**src/rtl/bs_zlib_packer.sv**
```systemverilog
// bs_zlib_packer: zlib framer and LSB-first bit packer for pre-coded fixed-Huffman tokens.
// The stream is the CMF/FLG header, then one or more blocks (BFINAL/BTYPE=01 header, tokens,
// 7-bit EOB), byte alignment and a big-endian Adler-32. It leaves as OUT_WD-bit words
// with valid/ready backpressure.
// Optional feature macro: BS_ZLIB_LEN_TRAILER_EN appends the zlib byte count as a 4-byte
// big-endian trailer after the Adler-32. The count itself does not include the trailer.
module bs_zlib_packer #(
    parameter int          OUT_WD   = 32,
    parameter int          CODE_WD  = 19,
    parameter int          LEN_WD   = 5,
    parameter logic [15:0] ZLIB_HDR = 16'h7801
) (
    input  logic               clk,
    input  logic               rst,
    input  logic               start_i,
    input  logic               tok_val_i,
    output logic               tok_rdy_o,
    input  logic [CODE_WD-1:0] tok_code_i,
    input  logic [LEN_WD-1:0]  tok_len_i,
    input  logic               tok_eob_i,
    input  logic               tok_fin_i,
    input  logic               adler32_done_i,
    input  logic [31:0]        adler32_dat_i,
    output logic               out_val_o,
    input  logic               out_rdy_i,
    output logic [OUT_WD-1:0]  out_dat_o,
    output logic               out_lst_o,
    output logic [31:0]        zlib_len_o,
    output logic               done_o
);

    localparam int ACC_WD = 2*OUT_WD + 32;
    localparam int CNT_WD = $clog2(ACC_WD + 1);
    localparam logic [CNT_WD-1:0] OUT_WD_C = CNT_WD'(OUT_WD);
    localparam logic [CNT_WD-1:0] OUT_MASK = CNT_WD'(OUT_WD - 1);

    typedef enum logic [3:0] {
        S_IDLE,
        S_HDR,
        S_BHDR,
        S_DATA,
        S_EOB,
        S_ALIGN,
        S_ADLER,
        S_LEN,
        S_FLUSH,
        S_DRAIN
    } state_t;

    state_t              r_state;
    logic [ACC_WD-1:0]   r_acc;
    logic [CNT_WD-1:0]   r_cnt;
    logic                r_fin;
    logic                r_adlerFlag;
    logic [31:0]         r_adlerDat;
    logic [31:0]         r_bitCnt;
    logic [31:0]         r_zlibLen;
    logic                r_outVal;
    logic [OUT_WD-1:0]   r_outDat;
    logic                r_outLst;
    logic                r_done;

    logic                w_pushOk;
    logic                w_popOk;
    logic                w_push;
    logic [31:0]         w_pushDat;
    logic [CNT_WD-1:0]   w_pushLen;
    logic [31:0]         w_mask;
    logic [31:0]         w_pushMasked;
    logic [ACC_WD-1:0]   w_pushVec;
    logic [CNT_WD-1:0]   w_cntBase;
    logic [ACC_WD-1:0]   w_accShift;
    logic [ACC_WD-1:0]   w_accNxt;
    logic [CNT_WD-1:0]   w_cntNxt;
    logic [2:0]          w_alignPad;
    logic [CNT_WD-1:0]   w_flushPad;
    logic                w_countBits;
    logic                w_lstHs;

    // Multi-byte fields go out MSB-byte first while every byte goes out LSB-first,
    // so the most significant byte has to land in the lowest accumulator bits.
    function automatic logic [31:0] bswap(input logic [31:0] v);
        return {v[7:0], v[15:8], v[23:16], v[31:24]};
    endfunction

    assign w_pushOk   = (r_cnt <= OUT_WD_C);
    assign w_popOk    = (!r_outVal || out_rdy_i) &&
                        ((r_cnt > OUT_WD_C) || ((r_state == S_DRAIN) && (r_cnt >= OUT_WD_C)));
    assign w_alignPad = 3'd0 - r_cnt[2:0];
    assign w_flushPad = (OUT_WD_C - (r_cnt & OUT_MASK)) & OUT_MASK;
    assign w_countBits = (r_state == S_HDR) || (r_state == S_BHDR) || (r_state == S_DATA) ||
                         (r_state == S_EOB) || (r_state == S_ALIGN);
    assign w_lstHs    = r_outVal && r_outLst && out_rdy_i;

    assign tok_rdy_o  = (r_state == S_DATA) && w_pushOk;
    assign out_val_o  = r_outVal;
    assign out_dat_o  = r_outDat;
    assign out_lst_o  = r_outLst;
    assign zlib_len_o = r_zlibLen;
    assign done_o     = r_done;

    // Select what the current state wants to append to the bit accumulator this cycle.
    always_comb begin
        w_push    = 1'b0;
        w_pushDat = 32'd0;
        w_pushLen = '0;
        case (r_state)
            S_HDR: begin
                if (w_pushOk) begin
                    w_push    = 1'b1;
                    w_pushDat = {16'd0, ZLIB_HDR[7:0], ZLIB_HDR[15:8]};
                    w_pushLen = CNT_WD'(16);
                end
            end
            S_BHDR: begin
                if (tok_val_i && w_pushOk) begin
                    w_push    = 1'b1;
                    w_pushDat = {29'd0, 1'b0, 1'b1, tok_fin_i};
                    w_pushLen = CNT_WD'(3);
                end
            end
            S_DATA: begin
                if (tok_val_i && w_pushOk) begin
                    w_push    = 1'b1;
                    w_pushDat = 32'(tok_code_i);
                    w_pushLen = CNT_WD'(tok_len_i);
                end
            end
            S_EOB: begin
                if (w_pushOk) begin
                    w_push    = 1'b1;
                    w_pushLen = CNT_WD'(7);
                end
            end
            S_ALIGN: begin
                if (w_pushOk) begin
                    w_push    = 1'b1;
                    w_pushLen = CNT_WD'(w_alignPad);
                end
            end
            S_ADLER: begin
                if (w_pushOk && r_adlerFlag) begin
                    w_push    = 1'b1;
                    w_pushDat = bswap(r_adlerDat);
                    w_pushLen = CNT_WD'(32);
                end
            end
`ifdef BS_ZLIB_LEN_TRAILER_EN
            S_LEN: begin
                if (w_pushOk) begin
                    w_push    = 1'b1;
                    w_pushDat = bswap(r_zlibLen);
                    w_pushLen = CNT_WD'(32);
                end
            end
`endif
            S_FLUSH: begin
                if (w_pushOk) begin
                    w_push    = 1'b1;
                    w_pushLen = w_flushPad;
                end
            end
            default: begin
            end
        endcase
    end

    // Merge the push into the accumulator after any pop; pushed bits are masked to their length.
    always_comb begin
        w_mask       = (w_pushLen >= CNT_WD'(32)) ? 32'hFFFF_FFFF
                                                  : ((32'd1 << w_pushLen) - 32'd1);
        w_pushMasked = w_pushDat & w_mask;
        w_pushVec    = ACC_WD'(w_pushMasked);
        w_accShift   = w_popOk ? (r_acc >> OUT_WD) : r_acc;
        w_cntBase    = w_popOk ? (r_cnt - OUT_WD_C) : r_cnt;
        w_accNxt     = w_accShift;
        w_cntNxt     = w_cntBase;
        if (w_push) begin
            w_accNxt = w_accShift | (w_pushVec << w_cntBase);
            w_cntNxt = w_cntBase + w_pushLen;
        end
    end

    // Stream sequencing, Adler capture and byte accounting.
    always_ff @(posedge clk or posedge rst) begin
        if (rst) begin
            r_state     <= S_IDLE;
            r_fin       <= 1'b0;
            r_adlerFlag <= 1'b0;
            r_adlerDat  <= 32'd0;
            r_bitCnt    <= 32'd0;
            r_zlibLen   <= 32'd0;
            r_done      <= 1'b0;
        end else begin
            r_done <= 1'b0;
            if (r_state == S_IDLE) begin
                if (start_i) begin
                    r_adlerFlag <= 1'b0;
                end
            end else if (adler32_done_i) begin
                r_adlerFlag <= 1'b1;
                r_adlerDat  <= adler32_dat_i;
            end
            if (w_push && w_countBits) begin
                r_bitCnt <= r_bitCnt + 32'(w_pushLen);
            end
            case (r_state)
                S_IDLE: begin
                    if (start_i) begin
                        r_state   <= S_HDR;
                        r_bitCnt  <= 32'd0;
                        r_zlibLen <= 32'd0;
                        r_fin     <= 1'b0;
                    end
                end
                S_HDR: begin
                    if (w_push) r_state <= S_BHDR;
                end
                S_BHDR: begin
                    if (w_push) begin
                        r_fin   <= tok_fin_i;
                        r_state <= S_DATA;
                    end
                end
                S_DATA: begin
                    if (w_push && tok_eob_i) r_state <= S_EOB;
                end
                S_EOB: begin
                    if (w_push) r_state <= r_fin ? S_ALIGN : S_BHDR;
                end
                S_ALIGN: begin
                    if (w_push) r_state <= S_ADLER;
                end
                S_ADLER: begin
                    if (w_push) begin
                        r_zlibLen <= (r_bitCnt + 32'd32) >> 3;
`ifdef BS_ZLIB_LEN_TRAILER_EN
                        r_state   <= S_LEN;
`else
                        r_state   <= S_FLUSH;
`endif
                    end
                end
`ifdef BS_ZLIB_LEN_TRAILER_EN
                S_LEN: begin
                    if (w_push) r_state <= S_FLUSH;
                end
`endif
                S_FLUSH: begin
                    if (w_push) r_state <= S_DRAIN;
                end
                S_DRAIN: begin
                    if (w_lstHs) begin
                        r_state <= S_IDLE;
                        r_done  <= 1'b1;
                    end
                end
                default: r_state <= S_IDLE;
            endcase
        end
    end

    // Accumulator update and output word register; a pending word holds until it is accepted.
    always_ff @(posedge clk or posedge rst) begin
        if (rst) begin
            r_acc    <= '0;
            r_cnt    <= '0;
            r_outVal <= 1'b0;
            r_outDat <= '0;
            r_outLst <= 1'b0;
        end else begin
            r_acc <= w_accNxt;
            r_cnt <= w_cntNxt;
            if (w_popOk) begin
                r_outVal <= 1'b1;
                r_outDat <= r_acc[OUT_WD-1:0];
                r_outLst <= (r_state == S_DRAIN) && (r_cnt == OUT_WD_C);
            end else if (out_rdy_i) begin
                r_outVal <= 1'b0;
                r_outLst <= 1'b0;
            end
        end
    end

endmodule

```
**config.mk**
```make
export PLATFORM = sky130hd
export DESIGN_NAME = bs_zlib_packer
export DESIGN_NICKNAME = d
export VERILOG_FILES = /design/src/rtl/bs_zlib_packer.sv
export SDC_FILE = /design/constraint.sdc
export NUM_CORES = 1
export LEC_CHECK = 0
export ABC_AREA = 0
export CORE_AREA = 2 2 238 169
export DETAILED_ROUTE_END_ITERATION = 16
export DIE_AREA = 0 0 240 171
export SYNTH_ARGS = -nofsm -noshare
export SYNTH_HDL_FRONTEND = slang
export SYNTH_SLANG_ARGS = --single-unit
```
**constraint.sdc**
```tcl
create_clock -name clk -period 13.3 [get_ports clk]
set_input_delay 3.325 -clock clk [delete_from_list [all_inputs] [get_ports clk]]
set_output_delay 3.325 -clock clk [all_outputs]
set_load 0.05 [all_outputs]
```
== After elaboration in Yosys (flattened, before gate mapping) ==
Index checks and enable logic that the tools add are counted.
Storage, ports and cells
  flip-flop bits (word level): 240
  latch bits: 0
  bits in writable memories: 0
  bits in read-only memories: 0
  input bits: 64
  word-level logic and storage cells: 124
  memories kept: 0
Operators by class
  add/sub/neg operators: 7
  $mul: 0
  div/mod/pow operators: 0
  $lt $le $gt $ge: 4
  equal/unequal tests: 18
  shifts and indexed selects: 2
  multiplexer cells: 49
  bitwise logic cells: 3
  reductions and logical operators: 29
Operators with widths (number)
  two-way mux 32 bit: 7
  two-way mux 96 bit: 2
  one-hot mux 32 bit (4 select lines): 1
  bitwise OR 96 bit: 1
  left shift 32 x 7 -> 96 bit: 1
  one-hot mux 32 bit (2 select lines): 1
  one-hot mux 6 bit (7 select lines): 1
  two-way mux 4 bit: 9
  one-hot mux 4 bit (9 select lines): 1
  adder 32 x 6 -> 32 bit (second input constant): 1
  adder 32 x 7 -> 32 bit: 1
  AND 32 bit: 1
  left shift 1 x 7 -> 32 bit (first input constant): 1
  subtractor 32 x 1 -> 32 bit (second input constant): 1
  two-way mux 19 bit: 1
  != test 2 bit (second input constant): 8
  two-way mux 5 bit: 3
  greater-or-equal comparator 7 x 6 -> 1 bit (second input constant): 2
  two-way mux 7 bit: 2
  == test 4 x 3 -> 1 bit (second input constant): 3
  two-way mux 1 bit: 12
  logical AND 1 bit: 10
  two-way mux 3 bit: 3
  two-way mux 9 bit: 1
  other kinds (25): 38

== Depth between registers and ports, before layout ==
Gate-level depths: netlist (run 1).
  word-level depth: 11
  mapped depth: 24

== Worst setup path after synthesis (run 1) ==
No wires, ideal clock.
  kind: in2reg
  start point: input tok_val_i
  end point: register r_acc[62]
  setup time: 0.146 ns
  arrival time: 7.285 ns
  path slack: 5.868 ns
  stages on the path: 16
  buffers on the path: 3
  cell sequence: nor4bb_1 -> buf_2 -> a32oi_1 -> nand2_1 -> nor3_1 -> nand4_1 -> ha_1 -> clkbuf_1 -> clkbuf_1 -> a221oi_1 -> a31oi_4 -> mux4_2 -> nor2_1 -> a21oi_1 -> a222oi_1 -> o221ai_1
On the way
  word-level cells in the longest chain between the ends: 10
  elaborated cells between the ends (all ways): 17
  those cells by class: add/sub: 1; order compare: 1; shift: 2; mux: 10; bitwise: 2; reduce/logical: 1
RTL lines
  start, declared: RTL line 16  | input logic tok_val_i,
  logical AND 1 bit (*): RTL line 116, 123
  two-way mux 5 bit or two-way mux 2 bit (tied branches): RTL line 123, 116
  one-hot mux 6 bit (7 select lines): RTL line 107  | case (r_state)
  left shift 1 x 7 -> 32 bit: RTL line 171  | : ((32'd1 << w_pushLen) - 32'd1);
  subtractor 32 x 1 -> 32 bit: RTL line 171
  two-way mux 32 bit: RTL line 170  | w_mask = (w_pushLen >= CNT_WD'(32)) ? 32'hFFFF_FFFF
  AND 32 bit: RTL line 172  | w_pushMasked = w_pushDat & w_mask;
  left shift 32 x 7 -> 96 bit: RTL line 179  | w_accNxt = w_accShift | (w_pushVec << w_cntBase);
  bitwise OR 96 bit: RTL line 179
  two-way mux 96 bit (*): RTL line 178  | if (w_push) begin
  net w_accNxt[62]: RTL line 73  | logic [ACC_WD-1:0] w_accNxt;
  end signal, assigned: RTL line 272  | r_acc <= w_accNxt;
  end, declared: RTL line 51  | logic [ACC_WD-1:0] r_acc;
The timed path passes the listed nets; every way through them passes the cells marked *.
A chain may end at the register's enable or synchronous reset.

== Worst setup path in the final report (run 1) ==
  start point: input tok_val_i
  end point: register r_acc[44]
The elaborated chain is that of the path after synthesis.

==> results of run 1 <==
## worst reg2reg max path, cell delays in order, from the launching register on
cell	delay (ns)
dfrtp_1	0.33
buf_4	0.48
inv_1	0.13
buf_4	0.29
ha_1	0.32
xnor2_1	0.19
a22oi_1	0.35
nand2_1	0.24
nor3_1	0.74
nand4_1	0.18
ha_1	0.48
inv_1	0.22
a21oi_1	0.08
a221oi_1	0.60
a31oi_4	0.19
mux4_2	0.55
mux2i_1	0.54
o311ai_0	0.24
a21oi_1	0.15
o21ai_0	0.10
## registers in the layout (all words and copies together), names as in the netlist
name and cells:
done_o 1, r_adlerFlag 1, out_val_o 1, r_bitCnt 32, out_dat_o 32, zlib_len_o 29, r_acc 96, r_state 4
r_cnt 7, r_adlerDat 32, out_lst_o 1, r_fin 1
## layer usage
| metal | vias to the layer above | global-route usage |
|---|---|---|
| met4 | 0 | 0.0413 |
| met5 | - | 0 |
| li1 | 6429 | - |
| met1 | 6785 | 0.354 |
| met2 | 568 | 0.349 |
| met3 | 55 | 0.0641 |
## placed cells by master (no fill, tap or decap), types with 12 or more instances in the layout
master             n
a211oi_1          20
a21o_1            18
a21oi_1           75
a221oi_1          17
a22oi_1           27
a31oi_1           14
and2_1            13
and3_1            13
buf_4             31
clkbuf_16         26
clkdlybuf4s50_1  128
dfrtp_1          233
ha_1              16
inv_1             22
mux2_2            47
mux2i_1           37
mux4_2            13
nand2_1          284
nand2b_1          13
nand3_1           61
nand4_1           12
nor2_1           200
nor2b_1           21
nor3_1            35
o21a_1            12
o21ai_0           98
o221ai_1          27
o22ai_1           41
o31ai_1           16
or3_1             14
xnor2_1           32
xor2_1            30
## final cells by class
cell class                 count  area (um^2)  area share
inverter                      26          105     0.00603
clock inverter                 7         56.3     0.00323
clock buffer                  34          721      0.0414
multi-input combinational   1358         8430       0.483
sequential                   237         5940       0.341
timing repair buffer         159         1510      0.0869
tap                          535          669      0.0384
## stage by stage
step / hold slack, ns / area [um^2] / power [uW]
after global placement: 0.454 / 16600 / 2680
after global routing: 0.484 / 17400 / 3620
after floorplan: 0.431 / 15000 / 2210
after CTS: 0.467 / 17400 / 3400
final: 0.467 / 17400 / 3400
after detailed placement: 0.454 / 16600 / 2700
## worst max-delay path by stage
stage	from	endpoint	slack (ns)	depth (start not counted)
after floorplan	rst	done_o	3.47	1
after global placement	tok_val_i	r_acc[44]	4.56	17
after detailed placement	tok_val_i	r_acc[20]	4.45	17
after CTS	tok_val_i	r_acc[44]	5.01	17
after global routing	tok_val_i	r_acc[20]	4.34	17
final	tok_val_i	r_acc[44]	4.85	17
## power groups by stage
stage	Sequential (uW)	Combinational (uW)	Clock, uW
after floorplan	1160	1050	0
after global placement	1070	1610	0
after detailed placement	1070	1620	0
after CTS	1060	1630	705
after global routing	1090	1790	734
final	1060	1650	689
## kinds of logic after synthesis
| kind of cell | count (synthesis) |
|---|---|
| AND/OR/NAND/NOR | 714 |
| AO/OA/AOI/OAI | 464 |
| flip-flops | 237 |
| buffers and inverters | 159 |
| multiplexers | 97 |
| XOR/XNOR | 62 |
| adder cells (fa/ha/maj) | 18 |
| other | 1 |
==> impl_results.md, run 1 <==
- Syn Inst Count: about 1800
- HPWL Detailed: ~35000 um
- Synth cell count leaders: nand2_1 (285), dfrtp_1 (237), nor2_1 (201)
- Vias in the first global route: around 13000
- Pwr/cell area: roughly 200 nW/um^2
- VDD IR max: around 0.11 mV
- WL per Instance: around 21 um
- Ports: ~130
- NetSw: roughly 1600 uW
- Post-CTS Setup Inserts: 0
- Largest family of logic cells by synthesized area: simple AND/OR/NAND/NOR gates
- Crit Path Class: in -> reg
- #FFs+latches synth: roughly 240
- Part of the power in registers: 0.313
- Area contributors post-synth: dfrtp_1 (40%), nand2_1 (7.2%), nor2_1 (5.0%)
- Unrepaired setup endpoints after global routing: no
- Synth top area share: 0.397
- Area growth from synthesis to layout: 16.6%
- Total number of vias: between 10000 and 15000
- Final TNS setup: 0 ns
- Global Route Usage Sum: 0.239
- Critical path's largest stage delay: 0.74 ns
- Top-count cell post-synth: nand2_1
- Fin. Hold Viols: 0
- Worst R2R End: r_acc[44]
- Seq/Total Area, Yosys: 0.397
- Hold Crit Endpoint: out_dat_o[21]
- Leak: around 0.007 uW
- FP Rows: 61
- Initial DRC count: approximately 1500
- # DRC: 0
- Dominant cell type by area after synthesis: dfrtp_1
- Slack of the worst reg-to-reg path: between 6 and 7 ns
- Most used DFF post-synth: dfrtp_1
- Synth unique cells: about 90
- Buffer and inverter count on the worst path: 3
- Number of synthesized flops with an enable pin: 0
- Final ANT Viol Nets: 0
- CP max stage cell: nor3_1
- WL met2: about 21000 um
- Worst slew pin tran: about 1.2 ns
- Worst path arrival time: between 8 and 9 ns
- GR Overflow Total: 0
- First-pass GRT wire length: approximately 77000 um
- Final Non-Filler Cells: ~2400
- Final WL: about 49000 um
- Routability cong.: approximately 0.96
- Clock sink count: 237
- Max Root-Sink Buffers: 3
- Pre-Repair DR Iteration Count: 5
- Die X: 240 um
- Met3 Wirelength: approximately 4300 um
- Starting density of the core: 0.383
- Critical Path Start Type: input port
- Fin crit period: between 8 and 9 ns
- Worst R2R Path Depth: 19
- CP endpoint kind: flop
- Compound-Gate Fraction of Synth Area: 0.213
- Initial antenna violation count: 0
- Port buffer count: about 130
- Uppermost layer routed: met4
- Synth Warn #: 0
- Final setup viols: 0
- Pre-CTS WS: 4.45 ns
- Clock network power share: 0.202
- Max_slew headroom: 0.186
- CTS root buf: clkbuf_16
- Final WS setup: between 4 and 5 ns
- Fin util: 0.446
- Async SR Flop Fraction: 1.00
- Run status: complete, no violations
- Post-synthesis xor/xnor area fraction: 0.0363
- CTS buffer count: 26
- Worst skew pair latency: around 0.56 ns
- Top Family by Delay on Critical Path: compound AO/OA/AOI/OAI gates
- Total core area: between 30000 and 40000 um^2
- Fillers: roughly 3900
- Critical Path RT: around 14 ns
- Min-delay src: r_acc[21]
- Worst Hold Class: reg -> reg
- CTS clock-pin slew for the worst setup and hold paths: about 0.06 ns
- Post-Synth Simple-Gate Area: 0.216
- Clock Skew: about 0.018 ns
- CTS HTree Levels: 1
- Hold buffer count at CTS: 0
- FMAX: approximately 120 MHz
- Die Y: between 150 and 200 um
- Total of max-cap violations: 0
- Net Sw Frac: 0.461
- Vias/cell: roughly 5.9
- Reg2reg start: r_cnt[1]
- CTS tree: done
- # resized after CTS: 0
- Die area: ~40000 um^2
- Slew Viols, Final: 0
- Largest net degree at the start of global routing: between 100 and 150
- Diode count: 0
- Post-Place Cells: 2315
- Nets: about 1900
- Ordered cell list for the critical path: clkdlybuf4s50_1 -> nor4bb_1 -> buf_4 -> a32oi_1 -> nand2_1 -> nor3_1 -> nand4_1 -> ha_1 -> inv_1 -> a21oi_1 -> a221oi_1 -> a31oi_4 -> mux4_2 -> mux2i_1 -> o311ai_0 -> a21oi_1 -> o21ai_0
- Post-Syn Area per Cell: about 8.5 um^2
- Worst hold path stage count: 2
- Int Pwr: about 1800 uW
- Most used cell, CP: a21oi_1
- Final period utilization: 0.636
- Crit-path max FO: 17
- Multiplexer share of the synthesized area: 0.0797
- M1 wire length: between 20000 and 25000 um
- Layout cell share with drive strength beyond 1: 0.0912
- Combinational power share: 0.484
- Area of the mapped netlist: around 15000 um^2
- Adder-cell share of the synthesized area: 0.0161
No activity file was read; power rests on OpenSTA's default activity.
==> inputs of run 2 (changes only) <==
clock period = 7.65 ns   (was 13.3 ns; I/O delays follow)
==> run 2 against run 1 <==
Clock-buffer cell count is 3 higher. Combinational power is 76% higher. Clock skew is 0.0034 ns higher. First-iteration DRC count is 12% higher. Setup slack worse by 3.6 ns. Core utilization is 0.48 points higher. Critical endpoint is now r_acc[68]. Largest cell class unchanged.
==> impl_results.md, run 2 (synthesis results as in run 1) <==
- Run status: complete, no violations
- Worst path arrival time: 6.85 ns (-2.00 ns)
- VDD IR max: 0.163 mV (+50%)
- Critical Path Start Type: input port
- Final TNS setup: 0 ns (unchanged)
- Worst slew pin tran: 0.977 ns (-0.243 ns)
- Footprint of the multi-input gates: 8430 um^2 (unchanged)
- # resized after CTS: 0 (unchanged)
- Slack of the worst reg-to-reg path: 2.13 ns (-4.63 ns)
- Worst hold slack: 0.469 ns (+0.00234 ns)
- Total of max-cap violations: 0 (unchanged)
- Pwr/cell area: 344 nW/um^2 (+76%)
- Dpl cell area: 16800 um^2 (+0.64%)
- Fin. Hold Viols: 0 (unchanged)
- Most flops, register: r_acc
- CTS tree: done
- CP endpoint: r_acc[68]
- Total core area: 39100 um^2 (unchanged)
- CP endpoint kind: flop
- Reg2reg start: r_cnt[1]
- Worst R2R Path Depth: 18 (-1)
- Most common cell after layout, fill and taps aside: nand2_1
- Initial DRC count: 1670 (+12%)
- Unrepaired setup endpoints after global routing: no
- Starting density of the core: 0.383 (unchanged)
- Worst skew pair latency: 0.57 ns (about the same)
- Max_slew headroom: 0.346 (+0.160)
- GR Overflow Total: 0 (unchanged)
- Final period utilization: 0.832
- Worst R2R End: r_acc[62]
- Die X: 240 um (unchanged)
- Routability cong.: 0.944 (-1.5%)
- First-pass GRT wire length: 79400 um (+3.4%)
- Worst Hold Class: reg -> reg
- CTS buffer count: 26 (unchanged)
- # DRC: 0 (unchanged)
- Port buffer count: 128 (unchanged)
- Post-CTS Setup Inserts: 0 (unchanged)
- Final WL: 50300 um (+1.7%)
- Fillers: 3877 (-0.64%)
- Diode count: 0 (unchanged)
- Crit-path max FO: 10 (-7)
- Largest net degree at the start of global routing: 111 (+2.8%)
- Layout cell share with drive strength beyond 1: 0.101 (+0.00944)
- HPWL Detailed: 35700 um (+3.4%)
- Number of flip-flops under the largest register name: 96 (unchanged)
- Leak: 0.00724 uW (+1.5%)
- Global Route Usage Sum: 0.245 (+0.00670)
- Ports: 132 (unchanged)
- Area growth from synthesis to layout: 17.8%
- FP Rows: 61 (unchanged)
- CTS HTree Levels: 1 (unchanged)
- CTS clock-pin slew for the worst setup and hold paths: 0.06 ns (about the same)
- Initial antenna violation count: 0 (unchanged)
- Vias/cell: 5.89 (+0.35%)
- Die Y: 171 um (unchanged)
- Final setup viols: 0 (unchanged)
- Nets: 1903 (+0.69%)
- Pre-Repair DR Iteration Count: 6 (+1)
- Die area: 41000 um^2 (unchanged)
- Clock sink count: 237 (unchanged)
- Hold buffer count at CTS: 0 (unchanged)
- Max Root-Sink Buffers: 3 (unchanged)
- Worst setup startpoint: tok_val_i
- Clock Skew: 0.0211 ns (+0.00343 ns)
- Critical Path RT: 8.14 ns (-5.56 ns)
- FF+latch area: 5940 um^2 (unchanged)
- FMAX: 157 MHz
- Total number of vias: 14000 (+1.1%)
- Vias in the first global route: 13300 (+3.8%)
- WL per Instance: 21.2 um (+0.89%)
- Crit Path Class: in -> reg
- Final instance area: 17600 um^2 (+1.1%)
- Slew Viols, Final: 0 (unchanged)
- Fin crit period: about 6.4 ns
- Final ANT Viol Nets: 0 (unchanged)
- CTS root buf: clkbuf_16
- Most frequent cells in the layout: nand2_1 (284), dfrtp_1 (233), nor2_1 (200)
==> run 2: final cells by class <==
| cell class | count | share of cell area |
|---|---|---|
| inverters | 26 | 0.00575 |
| clock buffers | 37 | 0.0438 |
| well taps | 535 | 0.0380 |
| clock inverters | 9 | 0.00497 |
| repair buffers | 172 | 0.0922 |
| flip-flops and latches | 237 | 0.337 |
| multi-input cells | 1358 | 0.478 |
==> run 2: worst min-delay path by stage <==
stage	cells after the start	startpoint	end
2_1_floorplan	2	r_acc[16]	out_dat_o[16]
3_3_place_gp	2	r_acc[15]	out_dat_o[15]
3_5_place_dp	2	r_acc[21]	out_dat_o[21]
4_1_cts	2	r_acc[21]	out_dat_o[21]
5_1_grt	2	r_acc[16]	out_dat_o[16]
6_report	2	r_acc[21]	out_dat_o[21]
==> run 2: metal layers <==
metal,wire (um),global-route usage
met1,24400,0.374
met2,21200,0.357
met3,4030,0.0539
met4,639,0.0408
met5,0,0
==> run 2: per-stage QoR <==
stage / cells / setup WS (ns) / power, uW / util
global route: 2374 / 0.872 / 6430 / 0.451
CTS: 2374 / 1.35 / 6060 / 0.451
floorplan: 1754 / 1.63 / 3840 / -
finish: 2374 / 1.28 / 6070 / 0.451
detailed placement: 2328 / 0.759 / 4750 / 0.429
global placement: 2328 / 0.904 / 4740 / 0.429
==> run 2: power by group <==
part | total [uW] | leakage (uW) | switching (uW) | internal [uW]
Sequential | 1870 | 0.00309 | 293 | 1580
Clock | 1290 | 0.000426 | 552 | 734
Combinational | 2910 | 0.00372 | 1930 | 979
Total | 6070 | 0.00724 | 2770 | 3290
==> run 2: critical path, cell delays in order <==
cell             delay [ns]
clkdlybuf4s50_1        0.57
nor4bb_1               0.30
buf_4                  0.22
a32oi_1                0.17
nand2_1                0.28
nor3_1                 0.09
buf_4                  0.17
a21oi_1                0.14
ha_1                   0.36
inv_1                  0.16
a211oi_1               0.39
mux2i_1                0.34
o21ai_0                0.22
a211oi_1               0.48
mux2i_1                0.18
buf_4                  0.20
mux2_2                 0.27
or3_1                  0.31
o211ai_1               0.10
==> inputs of run 3 (changes only) <==
clock period = 5.6 ns   (was 7.65 ns; I/O delays follow)
==> run 3 against run 2 <==
Clock skew up 0.00069 ns. First-iteration DRC count is 13% lower. Global-route usage is 0.89 points higher. Hold slack worse by 0.0072 ns. Register-to-register slack got worse by 1.5 ns. Largest cell class unchanged. Clock power up 43%. Combinational power up 47%. Sequential share of layout area decreased by 1.4 points.
==> impl_results.md, run 3 (synthesis results as in run 1) <==
- Final TNS setup: 0 ns (unchanged)
- # resized after CTS: 0 (unchanged)
- Combinational power share: 0.496 (+0.017)
- Final WL: 51800 um (+2.9%)
- # DRC: 0 (unchanged)
- CP endpoint kind: flop
- Final period utilization: 0.930
- Fin. Hold Viols: 0 (unchanged)
- CTS root buf: clkbuf_16
- CP max stage cell: clkdlybuf4s50_1
- CTS buffer count: 26 (unchanged)
- Worst slew pin tran: 1.07 ns (+0.0905 ns)
- Critical Path Start Type: input port
- CTS clock-pin slew for the worst setup and hold paths: 0.06 ns (about the same)
- Leak: 0.00769 uW (+6.3%)
- Pre-Repair DR Iteration Count: 5 (-1)
- FP Rows: 61 (unchanged)
- Critical path's largest stage delay: 0.43 ns (-0.14 ns)
- Unrepaired setup endpoints after global routing: no
- NetSw: 3850 uW (+39%)
- Worst R2R Path Depth: 12 (-6)
- GR Overflow Total: 0 (unchanged)
- Routability cong.: 0.954 (+0.98%)
- Layout cell share with drive strength beyond 1: 0.143 (+0.0420)
- Vias/cell: 5.77 (-2.1%)
- Die X: 240 um (unchanged)
- Clock network power share: 0.213 (about the same)
- Initial antenna violation count: 0 (unchanged)
- Clock Skew: 0.0218 ns (+0.000688 ns)
- Global Route Usage Sum: 0.254 (+0.00887)
- Max_slew headroom: 0.282 (-0.0645)
- Fin util: 0.470 (+0.0189)
- HPWL Detailed: 38200 um (+6.9%)
- Most common cell after layout, fill and taps aside: nand2_1
- Int Pwr: 4790 uW (+46%)
- Critical Path RT: 6.07 ns (-2.07 ns)
- Total number of vias: 14200 (+1.6%)
- Post-CTS Setup Inserts: 0 (unchanged)
- CTS tree: done
- Total core area: 39100 um^2 (unchanged)
- Initial DRC count: 1448 (-13%)
- Worst skew pair latency: 0.57 ns (about the same)
- Port buffer count: 128 (unchanged)
- Worst path arrival time: 5.68 ns (-1.17 ns)
- Vias in the first global route: 13600 (+1.7%)
- Pwr/cell area: 471 nW/um^2 (+37%)
- VDD IR max: 0.259 mV (+58%)
- Hold buffer count at CTS: 0 (unchanged)
- Most used cell, CP: buf_4
- Buffer and inverter count on the worst path: 5 (unchanged)
- Die area: 41000 um^2 (unchanged)
- Run status: complete, no violations
- Worst hold path stage count: 2 (unchanged)
- Starting density of the core: 0.383 (unchanged)
- Part of the power in registers: 0.291 (-0.018)
- Final ANT Viol Nets: 0 (unchanged)
- Final WS setup: 0.393 ns (-0.890 ns)
- Max Root-Sink Buffers: 3 (unchanged)
- Net Sw Frac: 0.445 (-0.0120)
- First-pass GRT wire length: 81600 um (+2.8%)
- CTS HTree Levels: 1 (unchanged)
- Number of stages on the worst setup path: 19 (unchanged)
- Area growth from synthesis to layout: 22.8%
- Top Family by Delay on Critical Path: compound AO/OA/AOI/OAI gates
- Most frequent cells in the layout: nand2_1 (284), dfrtp_1 (234), nor2_1 (200)
- Nets: 1991 (+4.6%)
- Die Y: 171 um (unchanged)
- Total of max-cap violations: 0 (unchanged)
- Ports: 132 (unchanged)
- FMAX: 192 MHz
- Fin crit period: around 5.2 ns
- WL per Instance: 21.0 um (-0.89%)
- Ordered cell list for the critical path: clkdlybuf4s50_1 -> nor4bb_1 -> buf_4 -> a32oi_1 -> nand2_1 -> nor3_1 -> nand4_1 -> ha_1 -> inv_1 -> a211oi_1 -> buf_4 -> or3_4 -> a311oi_1 -> buf_4 -> o31ai_1 -> a211oi_1 -> o22ai_1 -> mux2_2 -> o221ai_1
- Slew Viols, Final: 0 (unchanged)
- Pre-CTS WS: -0.0960 ns (-0.855 ns)
- Crit-path max FO: 7 (-3)
- Clock sink count: 237 (unchanged)
- Largest net degree at the start of global routing: 107 (-3.6%)
- Number of flip-flops under the largest register name: 96 (unchanged)
- Final setup viols: 0 (unchanged)
- Worst Hold Class: reg -> reg
- Most flops, register: r_acc
- Diode count: 0 (unchanged)
- Crit Path Class: in -> reg
run 3: power groups by stage:
stage	clock network (uW)	logic [uW]	registers, uW
2_1_floorplan	0	2500	2750
3_3_place_gp	0	4200	2530
3_5_place_dp	0	4220	2540
4_1_cts	1890	4240	2510
5_1_grt	1970	4650	2580
6_report	1840	4280	2510
run 3: final cells by class:
class | instances | area, um^2
tap | 535 | 669
multi-input combinational | 1358 | 8430
timing repair buffer | 260 | 2310
sequential | 237 | 5930
clock buffer | 36 | 758
inverter | 26 | 101
fill | 3877 | 20700
clock inverter | 12 | 158
run 3: worst paths after layout:
check                      slack (ns)       start        endpoint
setup / recovery                 0.39   tok_val_i       r_acc[56]
hold / removal                   0.46   r_acc[29]   out_dat_o[29]
setup reg to reg                 0.63  r_state[2]       r_acc[56]
hold reg to reg                  0.46   r_acc[29]   out_dat_o[29]
max in group asynchronous        3.26         rst  r_adlerDat[10]
min in group asynchronous        1.32         rst    out_dat_o[8]
run 3: metal layers:
layer	share of wire	up-vias	global-route usage
met1	0.49	6992	0.398
li1	-	6635	-
met5	0	-	0
met2	0.41	547	0.363
met3	0.084	45	0.0516
met4	0.011	0	0.0359
run 3: worst reg2reg max path, delay by kind of cell (launching register included):
family                 cells  cell delay [ns]
AOI/OAI and AO/OA          6             1.53
buffers and inverters      2             0.86
DFF                        1             0.88
muxes                      1             0.41
and+or+nand+nor            3             1.22
run 3: stage by stage:
step | area (um^2) | total power, uW | instances | hold WS, ns
after floorplan | 15000 | 5250 | 1754 | 0.431
after global placement | 17400 | 6730 | 2416 | 0.457
after detailed placement | 17400 | 6760 | 2416 | 0.454
after CTS | 18400 | 8640 | 2464 | 0.468
after global routing | 18400 | 9200 | 2464 | 0.484
final | 18400 | 8640 | 2464 | 0.462
